### src/rtl/regfile.sv
// 32 x 32 MIPS general-purpose register file: two combinational read ports, one write port.
// Define REGFILE_BYPASS_EN to forward the write-back value to a same-cycle read of that register.
module regfile_rdport #(
    parameter int DATA_WIDTH = 32,
    parameter int ADDR_WIDTH = 5
) (
    input  logic                  rst,
    input  logic                  re,
    input  logic [ADDR_WIDTH-1:0] addr,
    input  logic [DATA_WIDTH-1:0] stored,
    input  logic                  we,
    input  logic [ADDR_WIDTH-1:0] waddr,
    input  logic [DATA_WIDTH-1:0] wdata,
    output logic [DATA_WIDTH-1:0] data
);
`ifdef REGFILE_BYPASS_EN
    localparam bit BYPASS = 1'b1;
`else
    localparam bit BYPASS = 1'b0;
`endif

    logic bypass_hit;
    assign bypass_hit = BYPASS && we && re && (waddr == addr);

    // $0 is checked ahead of the bypass so a discarded write to $0 never leaks out
    always_comb begin
        data = '0;
        if (rst)
            data = '0;
        else if (addr == '0)
            data = '0;
        else if (bypass_hit)
            data = wdata;
        else if (re)
            data = stored;
    end
endmodule

module regfile #(
    parameter int DATA_WIDTH = 32,
    parameter int ADDR_WIDTH = 5,
    parameter int REG_NUM    = 32
) (
    input  logic                  clk,
    input  logic                  rst,
    input  logic                  writeEnable,
    input  logic [ADDR_WIDTH-1:0] writeAddr,
    input  logic [DATA_WIDTH-1:0] writeData,
    input  logic                  re1,
    input  logic [ADDR_WIDTH-1:0] readAddr1,
    output logic [DATA_WIDTH-1:0] regData1,
    input  logic                  re2,
    input  logic [ADDR_WIDTH-1:0] readAddr2,
    output logic [DATA_WIDTH-1:0] regData2
);
    localparam int NUM_RD = 2;

    logic [REG_NUM-1:0][DATA_WIDTH-1:0] regs;
    logic [NUM_RD-1:0]                  rd_en;
    logic [NUM_RD-1:0][ADDR_WIDTH-1:0]  rd_addr;
    logic [NUM_RD-1:0][DATA_WIDTH-1:0]  rd_data;

    assign rd_en    = {re2, re1};
    assign rd_addr  = {readAddr2, readAddr1};
    assign regData1 = rd_data[0];
    assign regData2 = rd_data[1];

    // regs[0] is never written, so it holds the zero loaded at reset
    always_ff @(posedge clk or posedge rst) begin
        if (rst)
            regs <= '0;
        else if (writeEnable && writeAddr != '0)
            regs[writeAddr] <= writeData;
    end

    for (genvar g = 0; g < NUM_RD; g++) begin : g_rd
        regfile_rdport #(
            .DATA_WIDTH(DATA_WIDTH),
            .ADDR_WIDTH(ADDR_WIDTH)
        ) u_port (
            .rst   (rst),
            .re    (rd_en[g]),
            .addr  (rd_addr[g]),
            .stored(regs[rd_addr[g]]),
            .we    (writeEnable),
            .waddr (writeAddr),
            .wdata (writeData),
            .data  (rd_data[g])
        );
    end
endmodule
### config.mk
export PLATFORM = sky130hd
export DESIGN_NAME = regfile
export DESIGN_NICKNAME = d
export VERILOG_FILES = /design/src/rtl/regfile.sv
export SDC_FILE = /design/constraint.sdc
export NUM_CORES = 2
export LEC_CHECK = 0
export BUFFER_PORTS_ARGS = -buffer_cell sky130_fd_sc_hd__buf_2
export CELL_PAD_IN_SITES_DETAIL_PLACEMENT = 0
export CELL_PAD_IN_SITES_GLOBAL_PLACEMENT = 2
export CORE_MARGIN = 2
export CORE_UTILIZATION = 31
export CTS_CLUSTER_DIAMETER = 50
export CTS_CLUSTER_SIZE = 14
export DETAILED_ROUTE_END_ITERATION = 8
export PLACE_DENSITY = 0.67
export SLEW_MARGIN = 25
export SYNTH_ARGS = -nofsm -noshare
export SYNTH_HDL_FRONTEND = slang
export SYNTH_SLANG_ARGS = --single-unit
### constraint.sdc
create_clock -name clk -period 87.1 [get_ports clk]
set_input_delay 8.71 -clock clk [delete_from_list [all_inputs] [get_ports clk]]
set_output_delay 8.71 -clock clk [all_outputs]
set_load 0.005 [all_outputs]
==> results_dict.tcl <==
set metrics [dict create \
    detail-route-antenna-nets 0 \
    dp.cells 6007 \
    yosysTopAreaCell "dfrtp_1" \
    clk_latency_ns 0.75 \
    finClkSkew_ns 0 \
    use_met3 0.02919 \
    hp-start "regs[17]" \
    fin_cells 6245 \
    rsz0062_at_grt "false" \
    regMostFlops "regs" \
    finalHoldViolCount 0 \
    hpwl_um 113700 \
    postLayoutCellArea_um2 62180 \
    clk_pin_slew_ns 0.06 \
    fin_tns_setup_ns 0 \
    synth_cell_types 40 \
    p_per_area_nw_per_um2 23.64 \
    cp-start-kind "primary input" \
    reg2regPathDepth 1 \
    timing.rr.end "regs[189]" \
    synth-seq-cells 1024 \
    cts_resized 0 \
    via_count 36369 \
    power.leakage_nw 26.90 \
    worstHoldEndpoint "regs[17]" \
    crit_required_ns 78.39 \
    irDropWorstVdd_mv 0.01936 \
    seq_area_frac_synth 0.4642 \
    cts_made_buffers 120 \
    synth.cell_area_um2 55200 \
    critPathCaptureType "output port" \
    cts.sinks 1024 \
    dieHeight_um 426.0 \
    area_growth_pct 12.64 \
    met2_usage 0.3743 \
    largest_register_ffs 1024 \
    synth-async-reset-ratio 1.000 \
    synth_cells 3913 \
    coreArea_um2 176500 \
    synth_common_cells "1096 x mux2_2, 1024 x dfrtp_1, 420 x mux2i_1" \
    synth_most_common_cell "mux2_2" \
    drc 0 \
    dieArea_um2 181500 \
    r2r-start "regs[189]" \
    rows 154 \
    drv_cap 0 \
    layout-drive-gt1-share 0.4795 \
    viasPerCell 5.824 \
    grt_max_degree 171 \
    postPlaceCellArea_um2 57680 \
    cp.arrival_ns 13.07 \
    ys_warn_count 0 \
    gr-total-overflow 0 \
    synth_edf_count 0 \
    io_buffer_count 115 \
    biggestRegsByFlops "regs (1024)" \
    status "finished, final reports clean" \
    setup_viol 0 \
    post-cts-setup-buffer-count 0 \
    cts_buffer_depth 3 \
    ys.flop_type "dfrtp_1" \
    antenna_found_initial 22 \
    hold_class "reg -> reg" \
    drt-initial-drc-count 3208 \
    cts_tree "yes" \
    wirelength_um 204800 \
    synth_fp_nets 3965 \
    ios 116 \
    slew_headroom 0.2482 \
    max_freq_mhz 45.92 \
    worst_pin_slew_ns 1.128 \
    cts_hold_buf 0 \
    grt_pass1_vias 37386 \
    synthTopCellsByArea "dfrtp_1 46%, mux2_2 22%, mux4_2 12%, mux2i_1 7.6%, a22oi_1 2.0%" \
    crit_type "in -> out" \
    synth_area_per_cell_um2 14.11 \
    grtUsageMet1 0.2959 \
    min_period_ns 21.78 \
    cp_max_fo 44 \
    min_delay_path_depth 0 \
    die_w_um 426.0 \
    maxSlewViolCount 0 \
    track_usage 0.2243 \
    drtPass1Iterations 5 \
    gp_congestion 0.7892 \
    htree_levels 3 \
    ff2ff_setup_slack_ns 86.29 \
    timing.final.crit_share 0.2500 \
    grt_pass1_wl_um 292800 \
    fill_cells 17069 \
    nNetsFinal 3844 \
    start_util 0.3128 \
    wl_per_cell_um 32.80 \
    busiest_layer "met2" \
    synth_top_area_frac 0.4642 \
    clk_root_buffer_cell "clkbuf_16" \
]
==> area by class of cell <==
cell class                 instances  area [um2]  share of cell area
antenna                            7       17.52           0.0002817
clock buffer                     143        3272             0.05262
clock inverter                    85        1130             0.01817
inverter                           4       25.02           0.0004024
multi-input combinational       2441       27700              0.4455
sequential                      1024       25620              0.4121
tap                             2340        2928             0.04708
timing repair buffer             201        1485             0.02388
==> metal layers <==
layer	up-vias	wire [um]	share of wire
li1	14768	-	-
met1	20065	87260	0.43
met2	1174	99730	0.49
met3	358	9818	0.048
met4	4	8008	0.039
met5	-	21	0.00010
==> where the power goes <==
part,leakage (nW),internal [mW],switching [mW]
clock network,2.11,0.329,0.230
registers,13.1,0.566,0.0673
logic,11.7,0.157,0.120
total,26.9,1.05,0.417
==> through the flow <==
stage                     power (mW)  setup slack (ns)  hold WS [ns]    util
final                          1.470             65.32        0.4010  0.3523
after global routing           1.531             65.11        0.4137  0.3523
after CTS                      1.478             65.24        0.3989  0.3518
after detailed placement      0.9154             65.26        0.3836  0.3268
after global placement        0.9086             65.22        0.3810  0.3262
after floorplan               0.8353             45.83        0.4413       -
==> worst max-delay path by stage <==
stage | start | to | slack [ns]
floorplan | rst | regData1[25] | 45.83
global placement | readAddr1[0] | regData1[30] | 65.22
detailed placement | readAddr1[0] | regData1[30] | 65.26
CTS | readAddr1[0] | regData1[30] | 65.24
global route | readAddr1[0] | regData1[30] | 65.11
finish | readAddr1[0] | regData1[30] | 65.32
==> cells by family (layout without fill, tap and decap cells) <==
family / count (synthesis) / in the layout / share of synthesized area
multiplexers: 1820 / 1820 / 0.4244
other: 0 / 7 / 0
AND/OR/NAND/NOR: 214 / 214 / 0.01874
flip-flops: 1024 / 1024 / 0.4642
AO/OA/AOI/OAI: 407 / 407 / 0.05299
buffers and inverters: 448 / 433 / 0.03973
==> worst max-delay path: stages <==
cell      delay, ns
buf_8          0.32
buf_4          0.54
buf_4          0.82
buf_4          0.82
mux4_2         0.61
mux4_2         0.48
nand2b_1       0.09
nand3_1        0.27
buf_2          0.29
==> cell usage in the layout (no fill, tap or decap), types with 17 or more instances in the layout <==
master	count
nor2_4	19
o21ai_0	60
bufinv_16	19
clkinvlp_4	17
a22oi_1	146
a221oi_1	62
a32oi_1	62
mux2_2	1096
mux2i_1	420
nand3_1	66
dfrtp_1	1024
mux4_2	295
a21oi_1	47
nand2b_1	17
clkbuf_16	122
inv_6	18
nand2_1	58
buf_4	72
buf_2	107
(Power assumes the default switching activity.)
